$ cat src/rtl/swarm_pkg.sv
// ---------------------------------------------------------------------------
// swarm_pkg: shared state encoding and geometry helpers for alien_swarm.
// Rev 1.0
// ---------------------------------------------------------------------------
`default_nettype none
package swarm_pkg;

  localparam int IDX_W = 7;

  typedef enum logic [1:0] {
    ST_RIGHT   = 2'd0,
    ST_LEFT    = 2'd1,
    ST_CLEARED = 2'd2,
    ST_LANDED  = 2'd3
  } swarm_state_e;

  // Shift amount for a power-of-two cell pitch.
  function automatic int log2_pow2(input int value);
    int n;
    n = 0;
    for (int i = 0; i < 31; i++) begin
      if ((1 << i) == value) n = i;
    end
    return n;
  endfunction

endpackage
`default_nettype wire

$ cat src/rtl/swarm_extent.sv
// ---------------------------------------------------------------------------
// swarm_extent: leftmost/rightmost live column and lowest live row of the grid.
// Rev 1.0
// ---------------------------------------------------------------------------
`default_nettype none
module swarm_extent #(
  parameter int ROWS = 4,
  parameter int COLS = 9
) (
  input  logic [ROWS*COLS-1:0] alive_i,
  output logic [3:0]           col_min_o,
  output logic [3:0]           col_max_o,
  output logic [2:0]           row_max_o,
  output logic                 any_o
);

  logic [COLS-1:0] col_any;
  logic [ROWS-1:0] row_any;

  always_comb begin
    col_any   = '0;
    row_any   = '0;
    col_min_o = '0;
    col_max_o = '0;
    row_max_o = '0;
    for (int r = 0; r < ROWS; r++) begin
      for (int c = 0; c < COLS; c++) begin
        if (alive_i[r*COLS+c]) begin
          col_any[c] = 1'b1;
          row_any[r] = 1'b1;
        end
      end
    end
    // Descending scan leaves the lowest set column; ascending leaves the highest.
    for (int c = COLS - 1; c >= 0; c--) begin
      if (col_any[c]) col_min_o = 4'(c);
    end
    for (int c = 0; c < COLS; c++) begin
      if (col_any[c]) col_max_o = 4'(c);
    end
    for (int r = 0; r < ROWS; r++) begin
      if (row_any[r]) row_max_o = 3'(r);
    end
    any_o = |col_any;
  end

endmodule
`default_nettype wire

$ cat src/rtl/alien_swarm.sv
// ---------------------------------------------------------------------------
// alien_swarm: zig-zag alien formation controller with registered laser hits.
// Optional SWARM_SPEEDUP_EN: move rate rises as the number of live aliens falls.
// Rev 1.0
// ---------------------------------------------------------------------------
`default_nettype none
module alien_swarm
  import swarm_pkg::*;
#(
  parameter int ROWS    = 4,
  parameter int COLS    = 9,
  parameter int PITCH_X = 32,
  parameter int PITCH_Y = 32,
  parameter int ALIEN_W = 24,
  parameter int ALIEN_H = 16,
  parameter int X_MIN   = 16,
  parameter int X_MAX   = 623,
  parameter int Y_LIMIT = 420,
  parameter int STEP_X  = 8,
  parameter int STEP_Y  = 16,
  parameter int START_X = 16,
  parameter int START_Y = 40
) (
  input  logic                 clk,
  input  logic                 reset,
  input  logic                 tick,
  input  logic                 laserActive,
  input  logic [9:0]           xLaser,
  input  logic [9:0]           yLaser,
  output logic [9:0]           xAlien,
  output logic [9:0]           yAlien,
  output logic [ROWS*COLS-1:0] alive,
  output logic                 killingAlien,
  output logic [IDX_W-1:0]     killIndex,
  output logic                 cleared,
  output logic                 landed
);

  localparam int NA = ROWS * COLS;
  localparam int LX = log2_pow2(PITCH_X);
  localparam int LY = log2_pow2(PITCH_Y);

  swarm_state_e     state_q, state_d;
  logic [9:0]       x_q, x_d, y_q, y_d;
  logic [NA-1:0]    alive_q, alive_d;
  logic             kill_q;
  logic [IDX_W-1:0] kidx_q, kidx_d;

  logic [3:0] col_min, col_max;
  logic [2:0] row_max;
  logic       any_alive;

  swarm_extent #(.ROWS(ROWS), .COLS(COLS)) u_extent (
    .alive_i   (alive_q),
    .col_min_o (col_min),
    .col_max_o (col_max),
    .row_max_o (row_max),
    .any_o     (any_alive)
  );

  logic [10:0] left_edge, right_edge, y_step, bottom_step;
  assign left_edge   = {1'b0, x_q} + (11'(col_min) << LX);
  assign right_edge  = {1'b0, x_q} + (11'(col_max) << LX) + 11'(ALIEN_W - 1);
  assign y_step      = {1'b0, y_q} + 11'(STEP_Y);
  assign bottom_step = y_step + (11'(row_max) << LY) + 11'(ALIEN_H - 1);

  // Laser position relative to the formation origin; bit 10 is the sign.
  logic [10:0]      rel_x, rel_y, cell_c, cell_r;
  logic [IDX_W-1:0] hit_idx;
  logic [NA-1:0]    hit_sel;
  logic             hit;
  assign rel_x   = {1'b0, xLaser} - {1'b0, x_q};
  assign rel_y   = {1'b0, yLaser} - {1'b0, y_q};
  assign cell_c  = rel_x >> LX;
  assign cell_r  = rel_y >> LY;
  assign hit_idx = IDX_W'(cell_r * 11'(COLS) + cell_c);
  assign hit_sel = NA'(1) << hit_idx;
  assign hit = laserActive && !rel_x[10] && !rel_y[10]
            && (cell_c < 11'(COLS)) && (cell_r < 11'(ROWS))
            && ((rel_x & 11'(PITCH_X - 1)) < 11'(ALIEN_W))
            && ((rel_y & 11'(PITCH_Y - 1)) < 11'(ALIEN_H))
            && (|(alive_q & hit_sel)) && (state_q != ST_CLEARED);

  logic move;
`ifdef SWARM_SPEEDUP_EN
  logic [5:0] cnt_q, cnt_d, pace;
  logic [7:0] pop;
  always_comb begin
    pop = '0;
    for (int i = 0; i < NA; i++) pop = pop + 8'(alive_q[i]);
  end
  assign pace = 6'(pop >> 2);
  assign move = tick && (cnt_q >= pace);
  always_comb begin
    cnt_d = cnt_q;
    if (move)      cnt_d = '0;
    else if (tick) cnt_d = cnt_q + 6'd1;
  end
  always_ff @(posedge clk or negedge reset) begin
    if (!reset) cnt_q <= '0;
    else        cnt_q <= cnt_d;
  end
`else
  assign move = tick;
`endif

  always_comb begin
    state_d = state_q;
    x_d     = x_q;
    y_d     = y_q;
    alive_d = alive_q;
    kidx_d  = kidx_q;
    if (hit) begin
      alive_d = alive_q & ~hit_sel;
      kidx_d  = hit_idx;
    end
    case (state_q)
      ST_RIGHT, ST_LEFT: begin
        if (!any_alive) begin
          state_d = ST_CLEARED;
        end else if (move) begin
          if (state_q == ST_RIGHT) begin
            if (right_edge + 11'(STEP_X) > 11'(X_MAX)) begin
              y_d     = y_step[9:0];
              state_d = (bottom_step > 11'(Y_LIMIT)) ? ST_LANDED : ST_LEFT;
            end else begin
              x_d = x_q + 10'(STEP_X);
            end
          end else begin
            if (left_edge < 11'(X_MIN + STEP_X)) begin
              y_d     = y_step[9:0];
              state_d = (bottom_step > 11'(Y_LIMIT)) ? ST_LANDED : ST_RIGHT;
            end else begin
              x_d = x_q - 10'(STEP_X);
            end
          end
        end
      end
      default: ;
    endcase
  end

  always_ff @(posedge clk or negedge reset) begin
    if (!reset) begin
      state_q <= ST_RIGHT;
      x_q     <= 10'(START_X);
      y_q     <= 10'(START_Y);
      alive_q <= '1;
      kill_q  <= 1'b0;
      kidx_q  <= '0;
    end else begin
      state_q <= state_d;
      x_q     <= x_d;
      y_q     <= y_d;
      alive_q <= alive_d;
      kill_q  <= hit;
      kidx_q  <= kidx_d;
    end
  end

  assign xAlien       = x_q;
  assign yAlien       = y_q;
  assign alive        = alive_q;
  assign killingAlien = kill_q;
  assign killIndex    = kidx_q;
  assign cleared      = (state_q == ST_CLEARED);
  assign landed       = (state_q == ST_LANDED);

endmodule
`default_nettype wire

$ cat config.mk
export PLATFORM = sky130hd
export DESIGN_NAME = alien_swarm
export DESIGN_NICKNAME = d
export VERILOG_FILES = /design/src/rtl/swarm_pkg.sv /design/src/rtl/swarm_extent.sv /design/src/rtl/alien_swarm.sv
export SDC_FILE = /design/constraint.sdc
export NUM_CORES = 1
export LEC_CHECK = 0
export CAP_MARGIN = 5
export CORE_ASPECT_RATIO = 1.25
export CORE_UTILIZATION = 54
export DETAILED_ROUTE_END_ITERATION = 12
export PLACE_DENSITY_LB_ADDON = 0.1
export SLEW_MARGIN = 15
export SYNTH_ARGS = -nofsm -noshare
export SYNTH_HDL_FRONTEND = slang
export SYNTH_SLANG_ARGS = --single-unit
export TNS_END_PERCENT = 1
$ cat constraint.sdc
create_clock -name clk -period 6.97 [get_ports clk]
set_clock_uncertainty 0.05 [all_clocks]
set_input_delay 1.394 -clock clk [delete_from_list [all_inputs] [get_ports clk]]
set_output_delay 1.394 -clock clk [all_outputs]
set_load 0.05 [all_outputs]
==> impl_metrics.py, run 1 <==
metrics = {
    "detailed_routing": {
        "firstDrtPassIters": 7,
        "via_per_inst": 6.097,
        "vias": 4457,
        "drc": 0,
        "drtIter0Drc": 234,
        "routed_wirelength_mm": 13.49,
        "avgRoutedWirePerCell_um": 18.45,
        "drtAntennaViolNets": 0,
    },
    "critical_path": {
        "crit_type": "in2reg",
        "end_kind": "flip-flop",
        "worstPathRequired_ns": 7.15,
        "reg2reg_from": "yAlien[5]$_DFFE_PN1P_",
        "cpMaxStageDelayCell": "fa_1",
        "cp.arrival_ns": 6.44,
        "reg2reg_to": "killIndex[4]$_DFFE_PN0P_",
        "start_kind": "input pin",
        "worst_path_largest_cell_delay_ns": 0.53,
        "crit_fanout": 11,
        "cp_cell_sequence": "clkdlybuf4s50_1 > fa_1 > a211oi_2 > o21bai_1 > a21oi_1 > xnor2_1 > ha_1 > inv_1 > fa_1 > inv_1 > ha_1 > nor2_1 > a21oi_2 > xor2_2 > o41ai_1 > and3_1 > or4_4 > nand3_2 > mux2_1",
        "worstRegToRegCells": 16,
        "r2r_slack_ns": 1.61,
    },
    "power": {
        "finalPower_w": 0.001146,
        "p_leak_nw": 2.477,
        "peakVddDrop_uv": 205.0,
        "p_per_area_mw_per_mm2": 190.8,
    },
    "die": {
        "start_util_pct": 56.36,
        "die_w_um": 87.47,
        "io-pin-count": 90,
        "die_h_um": 108.8,
        "fp.coreArea_mm2": 0.008748,
        "dieArea_mm2": 0.009520,
        "rows": 38,
    },
    "placed_design": {
        "gp_congestion": 0.9701,
        "portBuffers": 76,
        "hpwl_mm": 10.07,
    },
    "yosys": {
        "syn_area_mm2": 0.004931,
        "seq_area_frac_synth_pct": 30.91,
        "syn_inst": 530,
        "yosysMostFrequentCell": "ha_1",
        "synth-edff-count": 0,
        "ys_types": 72,
        "syn-mean-instance-area_um2": 9.304,
        "ys.warnings.count": 0,
        "synth_flop_cell": "dfstp_2",
        "yosysTopAreaCell": "dfstp_2",
        "synth_top_cells_by_area": "dfstp_2 20%, ha_1 11%, dfrtp_1 11%, o41a_1 4.1%, xnor2_1 3.6%",
        "netlist.area_leader.share_pct": 20.25,
        "ys_ff_latch": 59,
        "async_flop_share_pct": 100.0,
        "ys_top_cells_by_count": "44 x ha_1, 40 x nand2_1, 38 x dfstp_2",
    },
    "clock_network": {
        "cts_buffers": 9,
        "postCtsSetupBuffers": 0,
        "cts-root-buf": "clkbuf_8",
        "clk_path_buf_depth": 2,
        "htree_levels": 3,
        "clock_sinks": 59,
        "ctsResizeCount": 0,
        "hold_buffers": 0,
        "clk_pin_slew_ns": 0.07,
        "cts_tree": "done",
        "clk_latency_ns": 0.36,
    },
    "grt": {
        "grt_max_degree": 60,
        "grt_pass1_wl_mm": 21.38,
        "grt_pass1_vias": 4314,
        "antenna_found_initial": 0,
        "grt_remaining_overflow": 0,
        "track_usage_pct": 29.82,
    },
    "sta": {
        "clock.fmax_ghz": 0.1597,
        "setup-tns-final_ns": 0,
        "final_hold_viol_count": 0,
        "rsz0062_at_grt": "no",
        "relSlewSlack_pct": 39.59,
        "post-route-min-period_ns": 6.261,
        "fin_crit_sh_pct": 89.83,
        "tightest_slew_ns": 0.9062,
        "slew_viol_final": 0,
        "setup_viol": 0,
        "whs_ns": 0.4325,
    },
    "layout": {
        "utilization_pct": 68.64,
        "syn2layout_area_growth_pct": 21.77,
        "n_antenna_cell": 0,
        "fillCellCount": 723,
        "seq_area_mm2": 0.001524,
        "multi_input_area_mm2": 0.003157,
        "drive_gt1_share_pct": 13.58,
        "fin_nets": 681,
    },
    "run_status": {
        "status": "completed",
    },
    "flow_run": {
        "cap_violations": 0,
    },
    "min_path": {
        "hp-class": "reg2reg",
        "hold_path_end": "alive[7]$_DFFE_PN1P_",
        "hold_path_depth": 1,
        "worstHoldStart": "alive[7]$_DFFE_PN1P_",
    },
}
-- cell type report --
| type | count | area share (%) |
|---|---|---|
| Multi-Input combinational cell | 416 | 52.57 |
| Sequential cell | 59 | 25.38 |
| Timing Repair Buffer | 83 | 13.46 |
| Tap cell | 120 | 2.501 |
| Inverter | 37 | 2.313 |
| Clock buffer | 10 | 2.292 |
| Clock inverter | 6 | 1.479 |
-- cells in the final DEF, fill, tap and decap left out, types with 6 or more instances in the layout --
master and n:
a21o_1 6, a21oi_1 27, buf_4 7, clkbuf_8 10, clkdlybuf4s50_1 75, conb_1 7
dfrtp_1 21, dfstp_2 38, fa_1 7, ha_1 44, inv_1 36, nand2_1 40
nand3_1 16, nand4_1 8, nor2_1 37, nor2b_1 9, nor3_1 8, nor4_1 15
o21a_1 21, o21ai_0 21, o41a_1 18, or4_1 6, xnor2_1 20, xor2_1 11
-- through the flow --
stage | setup slack, ns | instance area [µm²] | std cells
6_report | 0.7092 | 6005 | 731
5_1_grt | 0.4451 | 6005 | 731
3_5_place_dp | 0.3573 | 5778 | 715
3_3_place_gp | 0.4126 | 5778 | 715
2_1_floorplan | 1.231 | 4950 | 535
4_1_cts | 0.7243 | 6005 | 731
-- state kept, by name, indices dropped and copies added, names as in the netlist --
signal,cells
alive,36
killIndex,7
killingAlien,1
state_q,2
xAlien,7
yAlien,6
-- per-layer routing --
metal  global-route usage, %  share of wire (%)  vias up  wire length [µm]
li1                        -                  -     2087                 -
met1                   35.98                 41     2160              5482
met5                       0                  0        -                 0
met3                   5.375                6.3       37               853
met4                   15.22                3.2        0               431
met2                   50.61                 50      173              6720
-- power breakdown --
group	switching, W	internal [W]
Combinational	0.000294	0.000144
Clock	0.000153	0.000211
Sequential	0.00000000000344	0.000343
-- worst max-delay path: cells and delay by family --
| kind | cells | cell delay [ns] |
|---|---|---|
| adders and majority gates | 4 | 1.78 |
| and+or+nand+nor | 4 | 1.07 |
| buffers and inverters | 3 | 0.56 |
| xor gates and xnor gates | 2 | 0.43 |
| muxes | 1 | 0.36 |
| AOI/OAI and AO/OA | 5 | 0.84 |
-- logic make-up (layout without fill, tap and decap cells) --
logic type | Yosys count | after routing | share of synthesized area, %
fa+ha+maj | 51 | 51 | 14.01
compound gates | 136 | 136 | 20.32
xor+xnor | 35 | 35 | 7.181
other cells | 2 | 7 | 0.1523
buf+inv | 60 | 136 | 5.455
flops | 59 | 59 | 30.91
simple gates | 172 | 172 | 18.22
mux | 15 | 15 | 3.755
-- how the worst max path moves through the flow --
stage | slack, ns | end | start
after floorplan | 1.23 | killIndex[0]$_DFFE_PN0P_ | yLaser[3]
after global placement | 0.41 | killIndex[1]$_DFFE_PN0P_ | yLaser[3]
after detailed placement | 0.36 | killIndex[4]$_DFFE_PN0P_ | yLaser[3]
after CTS | 0.72 | killIndex[4]$_DFFE_PN0P_ | yLaser[3]
after global routing | 0.45 | alive[24]$_DFFE_PN1P_ | yLaser[3]
final | 0.71 | killIndex[4]$_DFFE_PN0P_ | yLaser[3]
No activity file was read; power rests on OpenSTA's default activity.
==> inputs of run 2 (changes only) <==
- CAP_MARGIN: 5 -> 20
- HOLD_SLACK_MARGIN: default -> 0.05
- SLEW_MARGIN: 15 -> default
==> results of run 2 <==
The final DEF is identical to that of run 1; final timing and power are the same.
==> inputs of run 3 (changes only) <==
- ABC_CLOCK_PERIOD_IN_PS: default -> 6970
- REMOVE_ABC_BUFFERS: default -> 1
==> impl_metrics.py, run 3 (synthesized netlist as in run 1, its figures left out) <==
metrics = {
    "layout": {
        "fillCellCount": 736,
        "fin_nets": 682,
        "instances_no_fill": 732,
        "largest_reg_flops": 36,
        "final_cell_mix": "75 x clkdlybuf4s50_1, 44 x ha_1, 40 x nand2_1, 38 x dfstp_2, 37 x nor2_1",
        "drive_gt1_share_pct": 13.56,
        "syn2layout_area_growth_pct": 21.39,
        "utilization_pct": 68.42,
        "layout_commonest_cell": "clkdlybuf4s50_1",
        "n_antenna_cell": 0,
    },
    "power": {
        "finalPower_w": 0.001095,
        "pwr-share-seq_pct": 31.4,
        "p_int_w": 0.0006541,
        "combPwrFrac_pct": 39.6,
        "p_clk_share_pct": 29.1,
        "p_switching_w": 0.0004413,
        "peakVddDrop_uv": 176.9,
        "swShare_pct": 40.28,
        "p_per_area_mw_per_mm2": 183.0,
        "p_leak_nw": 2.469,
    },
    "min_path": {
        "hp-class": "reg2reg",
        "hold_path_depth": 1,
        "hold_path_end": "alive[6]$_DFFE_PN1P_",
        "worstHoldStart": "alive[6]$_DFFE_PN1P_",
    },
    "detailed_routing": {
        "via_per_inst": 6.077,
        "avgRoutedWirePerCell_um": 18.57,
        "drc": 0,
        "drtAntennaViolNets": 0,
        "routed_wirelength_mm": 13.60,
        "vias": 4448,
        "firstDrtPassIters": 5,
        "drtIter0Drc": 232,
    },
    "sta": {
        "fin_crit_sh_pct": 90.43,
        "setup_ws_ns": 0.6673,
        "rsz0062_at_grt": "no",
        "tightest_slew_ns": 0.8968,
        "setup_viol": 0,
        "final_hold_viol_count": 0,
        "post-route-min-period_ns": 6.303,
        "relSlewSlack_pct": 40.21,
        "slew_viol_final": 0,
        "clock.fmax_ghz": 0.1587,
        "setup-tns-final_ns": 0,
    },
    "die": {
        "fp.coreArea_mm2": 0.008748,
        "rows": 38,
        "die_h_um": 108.8,
        "start_util_pct": 56.36,
        "die_w_um": 87.47,
        "io-pin-count": 90,
        "dieArea_mm2": 0.009520,
    },
    "grt": {
        "grt_remaining_overflow": 0,
        "grt_pass1_vias": 4350,
        "grt_max_degree": 60,
        "grt_pass1_wl_mm": 21.92,
        "track_usage_pct": 30.33,
        "antenna_found_initial": 0,
    },
    "clock_network": {
        "clk_latency_ns": 0.35,
        "ctsResizeCount": 0,
        "postCtsSetupBuffers": 0,
        "hold_buffers": 0,
        "cts_buffers": 9,
        "clk_pin_slew_ns": 0.07,
        "clock_sinks": 59,
        "clk_path_buf_depth": 2,
        "cts-root-buf": "clkbuf_8",
        "htree_levels": 3,
        "cts_tree": "done",
    },
    "flow_run": {
        "cap_violations": 0,
    },
    "placed_design": {
        "hpwl_mm": 10.20,
        "dp.cells": 716,
        "portBuffers": 76,
        "gp_congestion": 0.9643,
        "dp_slack_ns": 0.3348,
    },
    "critical_path": {
        "end_kind": "flip-flop",
        "r2r_slack_ns": 1.60,
        "crit_type": "in2reg",
        "worstPathRequired_ns": 7.18,
        "reg2reg_to": "alive[27]$_DFFE_PN1P_",
        "worstRegToRegCells": 19,
        "start_kind": "input pin",
        "cp.arrival_ns": 6.52,
        "reg2reg_from": "yAlien[4]$_DFFE_PN0P_",
        "crit_fanout": 16,
    },
    "run_status": {
        "status": "completed",
    },
}
-- run 3: changes by cell type in the layout (fill, tap and decap cells not counted) --
cell / before / now
buf_4: 7 / 8
bufinv_16: 2 / 0
clkbuf_1: 0 / 1
clkbuf_16: 0 / 1
clkbuf_8: 10 / 11
clkinv_4: 1 / 0
-- run 3: critical path: stages --
cell,delay [ns]
clkdlybuf4s50_1,0.48
fa_1,0.50
a211oi_2,0.26
o21bai_1,0.10
a21oi_1,0.17
xnor2_1,0.11
ha_1,0.28
inv_1,0.05
fa_1,0.53
inv_1,0.04
ha_1,0.46
nor2_1,0.10
a21oi_2,0.20
xor2_2,0.33
nand3_1,0.15
a211oi_2,0.33
or4_4,0.24
nand3_2,0.29
o41a_1,0.48
-- run 3: power groups by stage --
stage | sequential [W] | combinational, W | clock [W]
6_report | 0.000343 | 0.000434 | 0.000318
5_1_grt | 0.000343 | 0.000468 | 0.000340
4_1_cts | 0.000343 | 0.000427 | 0.000325
3_5_place_dp | 0.000349 | 0.000424 | 0
3_3_place_gp | 0.000349 | 0.000421 | 0
2_1_floorplan | 0.000349 | 0.000291 | 0
-- run 3: worst max path at each step --
stage                          from                        to  slack, ns  cells past startpoint
after detailed placement  yLaser[3]  killIndex[0]$_DFFE_PN0P_       0.33                     19
after floorplan           yLaser[6]  killIndex[0]$_DFFE_PN0P_       0.98                     15
after CTS                 yLaser[3]  killIndex[0]$_DFFE_PN0P_       0.70                     19
final                     yLaser[3]     alive[27]$_DFFE_PN1P_       0.67                     19
after global routing      yLaser[3]     alive[24]$_DFFE_PN1P_       0.41                     19
after global placement    yLaser[3]  killIndex[0]$_DFFE_PN0P_       0.41                     19
-- run 3: layer usage --
metal / routed length, µm / global-route usage (%) / up-vias
li1: - / - / 2097
met1: 5653 / 37.67 / 2155
met2: 6800 / 51.12 / 167
met3: 716 / 4.164 / 29
met4: 425 / 15.69 / 0
met5: 0 / 0 / -
-- run 3: area by class of cell --
cell class	instances	area, µm²	share of cell area, %
Multi-Input combinational cell	416	3157	52.74
Clock buffer	13	180.2	3.010
Inverter	37	138.9	2.320
Timing Repair Buffer	84	815.8	13.63
Sequential cell	59	1524	25.46
Tap cell	120	150.1	2.508
Clock inverter	3	20.02	0.3344
-- run 3: metrics by stage --
| step | cell area (µm²) | hold WS, ns |
|---|---|---|
| finish | 5986 | 0.4351 |
| global route | 5986 | 0.4483 |
| CTS | 5986 | 0.4371 |
| detailed placement | 5786 | 0.4241 |
| global placement | 5786 | 0.4220 |
| floorplan | 4820 | 0.4986 |
